--- src/rtl/mips_pkg.sv ---
// Shared constants for the multicycle MIPS control path: opcodes, ALU/mux encodings, FSM state codes.
// Defining CTRL_ADDI_EN adds the addi execute/writeback state codes.
package mips_pkg;

  localparam logic [5:0] OP_RTYPE = 6'b000000;
  localparam logic [5:0] OP_LW    = 6'b100011;
  localparam logic [5:0] OP_SW    = 6'b101011;
  localparam logic [5:0] OP_BEQ   = 6'b000100;
  localparam logic [5:0] OP_J     = 6'b000010;
  localparam logic [5:0] OP_ADDI  = 6'b001000;

  localparam logic [1:0] ALUOP_ADD   = 2'b00;
  localparam logic [1:0] ALUOP_SUB   = 2'b01;
  localparam logic [1:0] ALUOP_FUNCT = 2'b10;

  localparam logic [1:0] SRCB_B       = 2'b00;
  localparam logic [1:0] SRCB_FOUR    = 2'b01;
  localparam logic [1:0] SRCB_IMM     = 2'b10;
  localparam logic [1:0] SRCB_IMM_SH2 = 2'b11;

  localparam logic [1:0] PCSRC_ALU    = 2'b00;
  localparam logic [1:0] PCSRC_ALUOUT = 2'b01;
  localparam logic [1:0] PCSRC_JUMP   = 2'b10;

  typedef enum logic [3:0] {
    ST_RESET_IDLE = 4'd0,
    ST_FETCH      = 4'd1,
    ST_DECODE     = 4'd2,
    ST_MEM_ADDR   = 4'd3,
    ST_MEM_READ   = 4'd4,
    ST_MEM_WB     = 4'd5,
    ST_MEM_WRITE  = 4'd6,
    ST_EXEC       = 4'd7,
    ST_R_WB       = 4'd8,
    ST_BRANCH     = 4'd9,
    ST_JUMP       = 4'd10
`ifdef CTRL_ADDI_EN
    ,
    ST_ADDI_WB    = 4'd11,
    ST_ADDI_EXEC  = 4'd12
`endif
  } state_t;

endpackage

--- src/rtl/mips_control_fsm.sv ---
// Multicycle MIPS main control: Moore FSM with mem_ready-gated fetch strobes; outputs decode from state.
// Optional addi support when CTRL_ADDI_EN is defined; otherwise addi raises illegal_op.
module mips_control_fsm
  import mips_pkg::*;
(
  input  logic       clk,
  input  logic       rst_n,
  input  logic [5:0] opcode,
  input  logic       mem_ready,
  output logic       pcwrite,
  output logic       pcwritecond,
  output logic       iord,
  output logic       memread,
  output logic       memwrite,
  output logic       irwrite,
  output logic       memtoreg,
  output logic       regdst,
  output logic       regwrite,
  output logic       alusrca,
  output logic [1:0] alusrcb,
  output logic [1:0] aluop,
  output logic [1:0] pcsource,
  output logic       illegal_op,
  output logic [3:0] state_dbg
);

  state_t state, next_state;

  always_ff @(posedge clk or negedge rst_n) begin
    if (!rst_n) state <= ST_RESET_IDLE;
    else        state <= next_state;
  end

  assign state_dbg = state;

  always_comb begin
    next_state  = ST_FETCH;
    pcwrite     = 1'b0;
    pcwritecond = 1'b0;
    iord        = 1'b0;
    memread     = 1'b0;
    memwrite    = 1'b0;
    irwrite     = 1'b0;
    memtoreg    = 1'b0;
    regdst      = 1'b0;
    regwrite    = 1'b0;
    alusrca     = 1'b0;
    alusrcb     = SRCB_B;
    aluop       = ALUOP_ADD;
    pcsource    = PCSRC_ALU;
    illegal_op  = 1'b0;
    case (state)
      ST_RESET_IDLE: next_state = ST_FETCH;
      ST_FETCH: begin
        // PC+4 and IR load commit only on the cycle memory delivers the word
        memread    = 1'b1;
        alusrcb    = SRCB_FOUR;
        irwrite    = mem_ready;
        pcwrite    = mem_ready;
        next_state = mem_ready ? ST_DECODE : ST_FETCH;
      end
      ST_DECODE: begin
        alusrcb = SRCB_IMM_SH2;
        case (opcode)
          OP_RTYPE:     next_state = ST_EXEC;
          OP_LW, OP_SW: next_state = ST_MEM_ADDR;
          OP_BEQ:       next_state = ST_BRANCH;
          OP_J:         next_state = ST_JUMP;
`ifdef CTRL_ADDI_EN
          OP_ADDI:      next_state = ST_ADDI_EXEC;
`endif
          default: begin
            illegal_op = 1'b1;
            next_state = ST_FETCH;
          end
        endcase
      end
      ST_MEM_ADDR: begin
        alusrca    = 1'b1;
        alusrcb    = SRCB_IMM;
        next_state = (opcode == OP_LW) ? ST_MEM_READ : ST_MEM_WRITE;
      end
      ST_MEM_READ: begin
        memread    = 1'b1;
        iord       = 1'b1;
        next_state = mem_ready ? ST_MEM_WB : ST_MEM_READ;
      end
      ST_MEM_WB: begin
        regwrite = 1'b1;
        memtoreg = 1'b1;
      end
      ST_MEM_WRITE: begin
        memwrite   = 1'b1;
        iord       = 1'b1;
        next_state = mem_ready ? ST_FETCH : ST_MEM_WRITE;
      end
      ST_EXEC: begin
        alusrca    = 1'b1;
        aluop      = ALUOP_FUNCT;
        next_state = ST_R_WB;
      end
      ST_R_WB: begin
        regwrite = 1'b1;
        regdst   = 1'b1;
      end
      ST_BRANCH: begin
        alusrca     = 1'b1;
        aluop       = ALUOP_SUB;
        pcwritecond = 1'b1;
        pcsource    = PCSRC_ALUOUT;
      end
      ST_JUMP: begin
        pcwrite  = 1'b1;
        pcsource = PCSRC_JUMP;
      end
`ifdef CTRL_ADDI_EN
      ST_ADDI_EXEC: begin
        alusrca    = 1'b1;
        alusrcb    = SRCB_IMM;
        next_state = ST_ADDI_WB;
      end
      ST_ADDI_WB: regwrite = 1'b1;
`endif
      default: next_state = ST_FETCH;
    endcase
  end

endmodule

--- config.mk ---
export PLATFORM = sky130hd
export DESIGN_NAME = mips_control_fsm
export DESIGN_NICKNAME = d
export VERILOG_FILES = /design/src/rtl/mips_pkg.sv /design/src/rtl/mips_control_fsm.sv
export SDC_FILE = /design/constraint.sdc
export NUM_CORES = 1
export LEC_CHECK = 0
export CORE_MARGIN = 3
export CORE_UTILIZATION = 35
export DETAILED_ROUTE_END_ITERATION = 6
export MAX_ROUTING_LAYER = met4
export PLACE_DENSITY_LB_ADDON = 0.3
export SLEW_MARGIN = 30
export SYNTH_ARGS = -nofsm -noshare
export SYNTH_HDL_FRONTEND = slang
export SYNTH_SLANG_ARGS = --single-unit
--- constraint.sdc ---
create_clock -name clk -period 1.45 [get_ports clk]
set_clock_uncertainty 0.15 [all_clocks]
set_input_delay 0.29 -clock clk [delete_from_list [all_inputs] [get_ports clk]]
set_output_delay 0.29 -clock clk [all_outputs]
set_load 0.05 [all_outputs]
==> results of run 1 <==
through the flow:
step              setup slack, ns  cells  area, sq um  hold slack, ns  TNS, ns
global placement           -0.464    134         1390           0.340    -3.27
floorplan                  -0.452     64          682          -0.156    -4.48
cell families after synthesis:
| group | after synthesis |
|---|---|
| AO/OA/AOI/OAI | 14 |
| XOR/XNOR | 2 |
| buffers and inverters | 5 |
| flip-flops | 4 |
| AND/OR/NAND/NOR | 39 |
==> metrics.md, run 1 <==
| Metric | Value |
|---|---|
| Initial core utilization | `37.8%` |
| Top-area cell type share of the netlist area | `19.9%` |
| Most common cell in the netlist | `nor2_1` |
| Syn avg cell area | `7.88 sq um` |
| Cells after Synth | `64` |
| Synth Area in Simple Gates | `46.2%` |
| Largest family of logic cells by synthesized area | `simple AND/OR/NAND/NOR gates` |
| IO Pins | `30` |
| Prevailing post-synth register cell | `dfrtp_1` |
| DIE WIDTH | `44.0 um` |
| Post-synth EDFFs | `0` |
| Run Error | `[ERROR DPL-0038] Utilization greater than 100%, impossible to legalize` |
| Cell taking the most area after synthesis | `dfrtp_1` |
| GPL Wtd Cong | `1.02` |
| FP Rows | `13` |
| Yosys synthesis warning count | `0` |
| Register bit total from synthesis | `4` |
| Post-Synth XOR/XNOR Area | `3.47%` |
| Synth Area in Adders | `0%` |
| Mapped cell area | `504 sq um` |
| Largest cells by area after synthesis | `dfrtp_1 (20%), nor2_1 (10%), nand2b_1 (6.2%)` |
| Sequential area share after synthesis | `19.9%` |
| Yosys cell types | `36` |
| Failing step | `detailed placement (3_5_place_dp)` |
| Status | `did not finish` |
| Syn_nets | `73` |
| Fraction of synthesized area in multiplexers | `0%` |
| Post-synthesis compound-gate area fraction | `23.3%` |
| Post-synth top cells | `nor2_1 (14), nand2b_1 (5), dfrtp_1 (4)` |
| Port buffer count | `29` |
| Ys async rst share | `100%` |
| Chip Height | `44.0 um` |
==> run 2, diff against run 1 <==
- CORE_AREA: not set -> 3 3 64 66
- CORE_MARGIN: 3 -> not set
- CORE_UTILIZATION: 35 -> not set
- DIE_AREA: not set -> 0 0 67 69
- MAX_ROUTING_LAYER: met4 -> not set
- PLACE_DENSITY_LB_ADDON: 0.3 -> 0.15
==> run 2 against run 1 <==
The flow now finishes, with violations (setup timing). Synthesized cell count did not move. Synthesized area did not move.
==> metrics.md, run 2 <==
| Metric | Value |
|---|---|
| Status | `finished, violations left` |
| Failing checks | `setup timing` |
| Non-filler cells, final | `183` |
| Drt total wl | `2.16 mm` |
| Largest register FFs | `4` |
| Dpl ws | `-0.492 ns` |
| Final hold vios | `0` |
| Fin crit share | `127%` |
| Met3 routed WL | `105 um` |
| H-tree depth | `1` |
| Kind of critical path | `flip-flop to output port` |
| DR vias/cell | `4.22` |
| Top-area cell type share of the netlist area | `19.9% (unchanged)` |
| Yosys cell types | `36 (unchanged)` |
| Tmin final | `1.83 ns` |
| Crit path max fanout | `7` |
| Die ar. | `4620 sq um` |
| PD cells | `2080 nW/um^2` |
| Max clock buf depth | `2` |
| Core ar. | `3630 sq um` |
| Clk pin slew, worst setup/hold paths | `0.03 ns` |
| Relative slew slack | `79.3%` |
| Clock root cell | `clkbuf_8` |
| Post-synth top cells | `nor2_1 (14), nand2b_1 (5), dfrtp_1 (4)` |
| Mapped cell area | `504 sq um (unchanged)` |
| Crit path required time | `1.01 ns` |
| Initial antenna violation count | `0` |
| RSZ-0062 raised after global routing | `true` |
| FP Rows | `22 (+9)` |
| Antenna Nets Post-Route | `0` |
| Sequential cell area | `108 sq um` |
| Clk sink count | `4` |
| HPWL after detailed placement | `1.65 mm` |
| Syn avg cell area | `7.88 sq um (unchanged)` |
| Post-synth EDFFs | `0 (unchanged)` |
| DR top layer | `met4` |
| Maximum vdd drop | `0.832 mV` |
| Routed wire per std cell | `11.8 um` |
| Cell taking the most area after synthesis | `dfrtp_1` |
| PnR Total Power | `3.53 mW` |
| Fill count | `360` |
| Initial core utilization | `13.9% (-24 points)` |
| DR DRC count | `0` |
| Final Max Tran Viols | `0` |
| Wl on met1 | `845 um` |
| Final setup fails | `22` |
| Sequential area share after synthesis | `19.9% (unchanged)` |
| IO Pins | `30 (unchanged)` |
| Most common cell in the netlist | `nor2_1` |
| Cts bufs inserted | `3` |
| Cells after Synth | `64 (unchanged)` |
| Commonest non-fill, non-tap cell in the layout | `buf_4` |
| Layout cells sized above 1 | `78.5%` |
| Syn-to-layout area delta | `237%` |
| Vias in the first global route | `770` |
| CP Launch Type | `flip-flop` |
| Max Freq | `545 MHz` |
| Ys async rst share | `100% (unchanged)` |
| Port buffer count | `29 (unchanged)` |
| Final nets | `146` |
| Hold WC Path Type | `primary input to async pin` |
| Placed cells | `166` |
| TritonCTS clock tree | `yes` |
| Yosys synthesis warning count | `0 (unchanged)` |
| Vias | `772` |
| Worst-Margin Slew | `0.311 ns` |
| Antenna diodes | `0` |
| Syn_nets | `73 (unchanged)` |
| First-pass GRT wire length | `3.66 mm` |
| DR WL met2 | `1.18 mm` |
| Register bit total from synthesis | `4 (unchanged)` |
| Worst setup margin | `-0.385 ns` |
| DIE WIDTH | `67 um (+52%)` |
| Total gr overflow | `0` |
| LEAKAGE | `0.686 nW` |
| DR pass1 iterations | `4` |
| Largest net degree at the start of global routing | `11` |
| Initial DRC Count | `23` |
| GRT Overall Usage | `10.2%` |
| Max-cap violations | `0` |
| Post-route setup TNS | `-5.92 ns` |
| Worst Setup End Kind | `output port` |
| Worst EP arrival | `1.39 ns` |
| Multi-input logic area | `591 sq um` |
| Largest cells by area after synthesis | `dfrtp_1 (20%), nor2_1 (10%), nand2b_1 (6.2%)` |
| GPL Wtd Cong | `0.727 (-29%)` |
| Prevailing post-synth register cell | `dfrtp_1` |
| Most frequent cells in the layout | `buf_4 (29), buf_12 (23), buf_6 (12)` |
| Clk Latency, worst-skew pair | `0.22 ns` |
| Chip Height | `69 um (+57%)` |
[run 2: where the power goes]
part	switching, mW	internal (mW)	leakage, nW
logic	1.46	1.58	0.619
registers	0.0933	0.166	0.0453
clock network	0.0592	0.177	0.0216
total	1.61	1.92	0.686
[run 2: final timing paths]
| path | cells after the start | endpoint | from | slack (ns) |
|---|---|---|---|---|
| max in group asynchronous | 1 | state_dbg[2] | rst_n | 0.85 |
| max | 4 | pcwrite | state_dbg[0] | -0.38 |
| min in group clk | 3 | state_dbg[2] | state_dbg[3] | 0.57 |
| min reg2reg | 3 | state_dbg[2] | state_dbg[3] | 0.57 |
| min | 1 | state_dbg[1] | rst_n | 0.12 |
| max reg2reg | 7 | state_dbg[1] | state_dbg[2] | -0.17 |
[run 2: cell families (layout without fill, tap and decap cells)]
logic type / count (synthesis) / count (layout) / synth area share (%)
flops: 4 / 4 / 19.9
buf+inv: 5 / 76 / 7.20
xor+xnor: 2 / 2 / 3.47
simple gates: 39 / 39 / 46.2
compound gates: 14 / 14 / 23.3
[run 2: per-stage QoR]
stage / utilization [%] / hold WS (ns) / cell area, sq um
4_1_cts: 45.4 / 0.117 / 1650
5_1_grt: 46.8 / 0.133 / 1700
6_report: 46.8 / 0.117 / 1700
3_3_place_gp: 38.9 / 0.348 / 1410
3_5_place_dp: 38.9 / 0.349 / 1410
2_1_floorplan: - / -0.156 / 682
[run 2: area by class of cell]
type	count	share of cell area [%]
flip-flops and latches	4	6.33
clock buffers	3	2.43
well taps	48	3.53
repair buffers	73	53.0
multi-input cells	55	34.7
[run 2: per-layer routing]
layer / track usage (%) / vias up
li1: - / 386
met1: 12.0 / 357
met2: 17.7 / 26
met3: 1.30 / 3
met4: 4.73 / 0
met5: 0 / -
[run 2: what timing repair did]
item | in CTS | in global routing
hold buffers | 0 | 0
setup buffers | 11 | 5
hold endpoints to repair | 0 | 0
setup endpoints to repair | 24 | 25
resized for setup | 29 | 9
gates cloned | 0 | 0
pin swaps | 13 | 6
[run 2: critical path: stages, from the launching register on]
cell and delay (ns):
dfrtp_2 0.45, nor2b_1 0.17, and3_4 0.17, or2_4 0.23, buf_12 0.15
Note: power is estimated with default switching activity, not from simulation.
==> run 3, diff against run 2 <==
- CTS_BUF_LIST: not set -> sky130_fd_sc_hd__clkbuf_8
==> results of run 3 <==
Final layout, timing and power as in run 2 (identical DEF).
==> run 4, diff against run 3 <==
- clock period: 1.45 -> 2.16 ns (I/O delays scaled with it)
==> run 4 against run 3 <==
Design area is 29% lower. Sequential cell count unchanged. Utilization fell by 13 points. Critical endpoint unchanged. Critical path type unchanged. The run now ends clean.
==> metrics.md, run 4 (synthesized netlist as in run 2, its figures left out) <==
| Metric | Value |
|---|---|
| Total gr overflow | `0 (unchanged)` |
| Core ar. | `3630 sq um (unchanged)` |
| Clk sink count | `4 (unchanged)` |
| Worst-Margin Slew | `0.298 ns (-0.0124 ns)` |
| Initial antenna violation count | `0 (unchanged)` |
| HPWL after detailed placement | `1.49 mm (-9.5%)` |
| Hold WC Path Type | `primary input to async pin` |
| Sw Share | `51.0% (+5.4 points)` |
| TritonCTS clock tree | `yes` |
| Chip Height | `69 um (unchanged)` |
| Antenna diodes | `0 (unchanged)` |
| Layout cells sized above 1 | `57.7% (-21 points)` |
| Max-cap violations | `0 (unchanged)` |
| FP Rows | `22 (unchanged)` |
| Clock root cell | `clkbuf_8` |
| Commonest non-fill, non-tap cell in the layout | `buf_12` |
| Fill count | `393 (+9.2%)` |
| Largest net degree at the start of global routing | `12 (+1)` |
| Worst Setup End Kind | `output port` |
| Crit path required time | `1.58 ns (+0.57 ns)` |
| Most frequent cells in the layout | `buf_12 (17), buf_4 (15), nor2_1 (8)` |
| Maximum vdd drop | `0.721 mV (-13%)` |
| Dpl ws | `-0.0940 ns (+0.398 ns)` |
| Clk Latency, worst-skew pair | `0.22 ns (about the same)` |
| Final nets | `114 (-22%)` |
| Max clock buf depth | `2 (unchanged)` |
| Max Freq | `487 MHz` |
| Postcts setup bufs | `0 (-11)` |
| Clk pin slew, worst setup/hold paths | `0.03 ns (about the same)` |
| Crit path max fanout | `8 (+1)` |
| Cts-stage hold buffer count | `0 (unchanged)` |
| Largest register FFs | `4 (unchanged)` |
| Vias in the first global route | `714 (-7.3%)` |
| Comb power frac | `79.9% (-6.1 points)` |
| Non-filler cells, final | `152 (-17%)` |
| Worst setup margin | `0.107 ns (+0.491 ns)` |
| Final Max Tran Viols | `0 (unchanged)` |
| Antenna Nets Post-Route | `0 (unchanged)` |
| Syn-to-layout area delta | `141%` |
| Relative slew slack | `80.1% (+0.83 points)` |
| H-tree depth | `1 (unchanged)` |
| Die ar. | `4620 sq um (unchanged)` |
| Sequential cell area | `104 sq um (-3.5%)` |
| DR pass1 iterations | `4 (unchanged)` |
| Internal power | `841 uW (-56%)` |
| GRT Overall Usage | `8.70% (-1.5 points)` |
| DIE WIDTH | `67 um (unchanged)` |
| Port buffer count | `29 (unchanged)` |
| Final hold vios | `0 (unchanged)` |
| Initial DRC Count | `14 (-39%)` |
| Hold_ws | `0.271 ns (+0.154 ns)` |
| Multi-input logic area | `448 sq um (-24%)` |
| CP Launch Type | `flip-flop` |
| Cts bufs inserted | `3 (unchanged)` |
| IO Pins | `30 (unchanged)` |
| PD cells | `1410 nW/um^2 (-32%)` |
| Placed cells | `148 (-11%)` |
| Initial core utilization | `13.9% (unchanged)` |
| Clock power share | `9.3% (+2.6 points)` |
| Fin util | `33.4% (-13 points)` |
| DR vias/cell | `4.10 (-2.8%)` |
| Kind of critical path | `flip-flop to output port` |
| Fin crit share | `95.1%` |
| Status | `complete, no violations` |
| Worst EP arrival | `1.47 ns (+0.08 ns)` |
| Tmin final | `2.05 ns` |
| DR DRC count | `0 (unchanged)` |
| GPL Wtd Cong | `0.755 (+3.9%)` |
| Drt total wl | `1.83 mm (-15%)` |
| LEAKAGE | `0.486 nW (-29%)` |
| Final setup fails | `0 (-100%)` |
| Routed wire per std cell | `12.0 um (+1.8%)` |
| Sequential fraction of design power | `10.8% (+3.5 points)` |
| First-pass GRT wire length | `3.13 mm (-15%)` |
| Vias | `623 (-19%)` |
| Psw | `877 uW (-46%)` |
==> run 4: power groups by stage <==
stage	Combinational, mW	Clock, mW	Sequential (mW)
6_report	1.37	0.160	0.185
3_3_place_gp	1.37	0	0.182
3_5_place_dp	1.37	0	0.182
5_1_grt	1.44	0.174	0.198
4_1_cts	1.38	0.165	0.183
2_1_floorplan	0.703	0	0.237
==> run 4: final cells by class <==
class	instances	share of cell area, %
Clock buffer	3	3.40
Clock inverter	1	0.309
Multi-Input combinational cell	55	36.9
Sequential cell	4	8.55
Tap cell	48	4.94
Timing Repair Buffer	41	45.9
==> run 4: through the flow <==
step           power (mW)  instance area (sq um)   TNS, ns
2_1_floorplan       0.941                    561    -0.670
5_1_grt              1.82                   1210  -0.00127
6_report             1.72                   1210         0
3_3_place_gp         1.55                   1140   -0.0702
4_1_cts              1.72                   1190         0
3_5_place_dp         1.55                   1140   -0.0940
==> run 4: what timing repair did <==
action                     CTS  global route
setup endpoints to repair    1             4
pin swaps                    1             1
gates cloned                 0             0
resized for setup            8             6
==> run 4: worst max-delay path: stages, from the launching register on <==
cell	delay [ns]
dfrtp_2	0.47
nor2b_1	0.17
and3_2	0.23
or2_4	0.24
buf_12	0.15
==> run 4: metal layers <==
layer  wire length (um)  global-route usage (%)  part of all wire [%]  up-vias
li1                   -                       -                     -      311
met3                 55                   0.489                   3.0        2
met4                 34                    5.41                   1.9        0
met5                  0                       0                     0        -
met1                775                    10.1                    42      295
met2                960                    15.1                    53       15
==> run 4: worst paths after layout <==
check                                  start  cells past startpoint            to  slack [ns]
worst max-delay path            state_dbg[0]                      4       pcwrite        0.11
worst min-delay path                   rst_n                      1  state_dbg[1]        0.27
worst max register to register  state_dbg[2]                      4  state_dbg[0]        0.52
worst min register to register  state_dbg[3]                      2  state_dbg[2]        0.55
max in group asynchronous              rst_n                      1  state_dbg[3]        1.40
min in group clk                state_dbg[3]                      2  state_dbg[2]        0.55
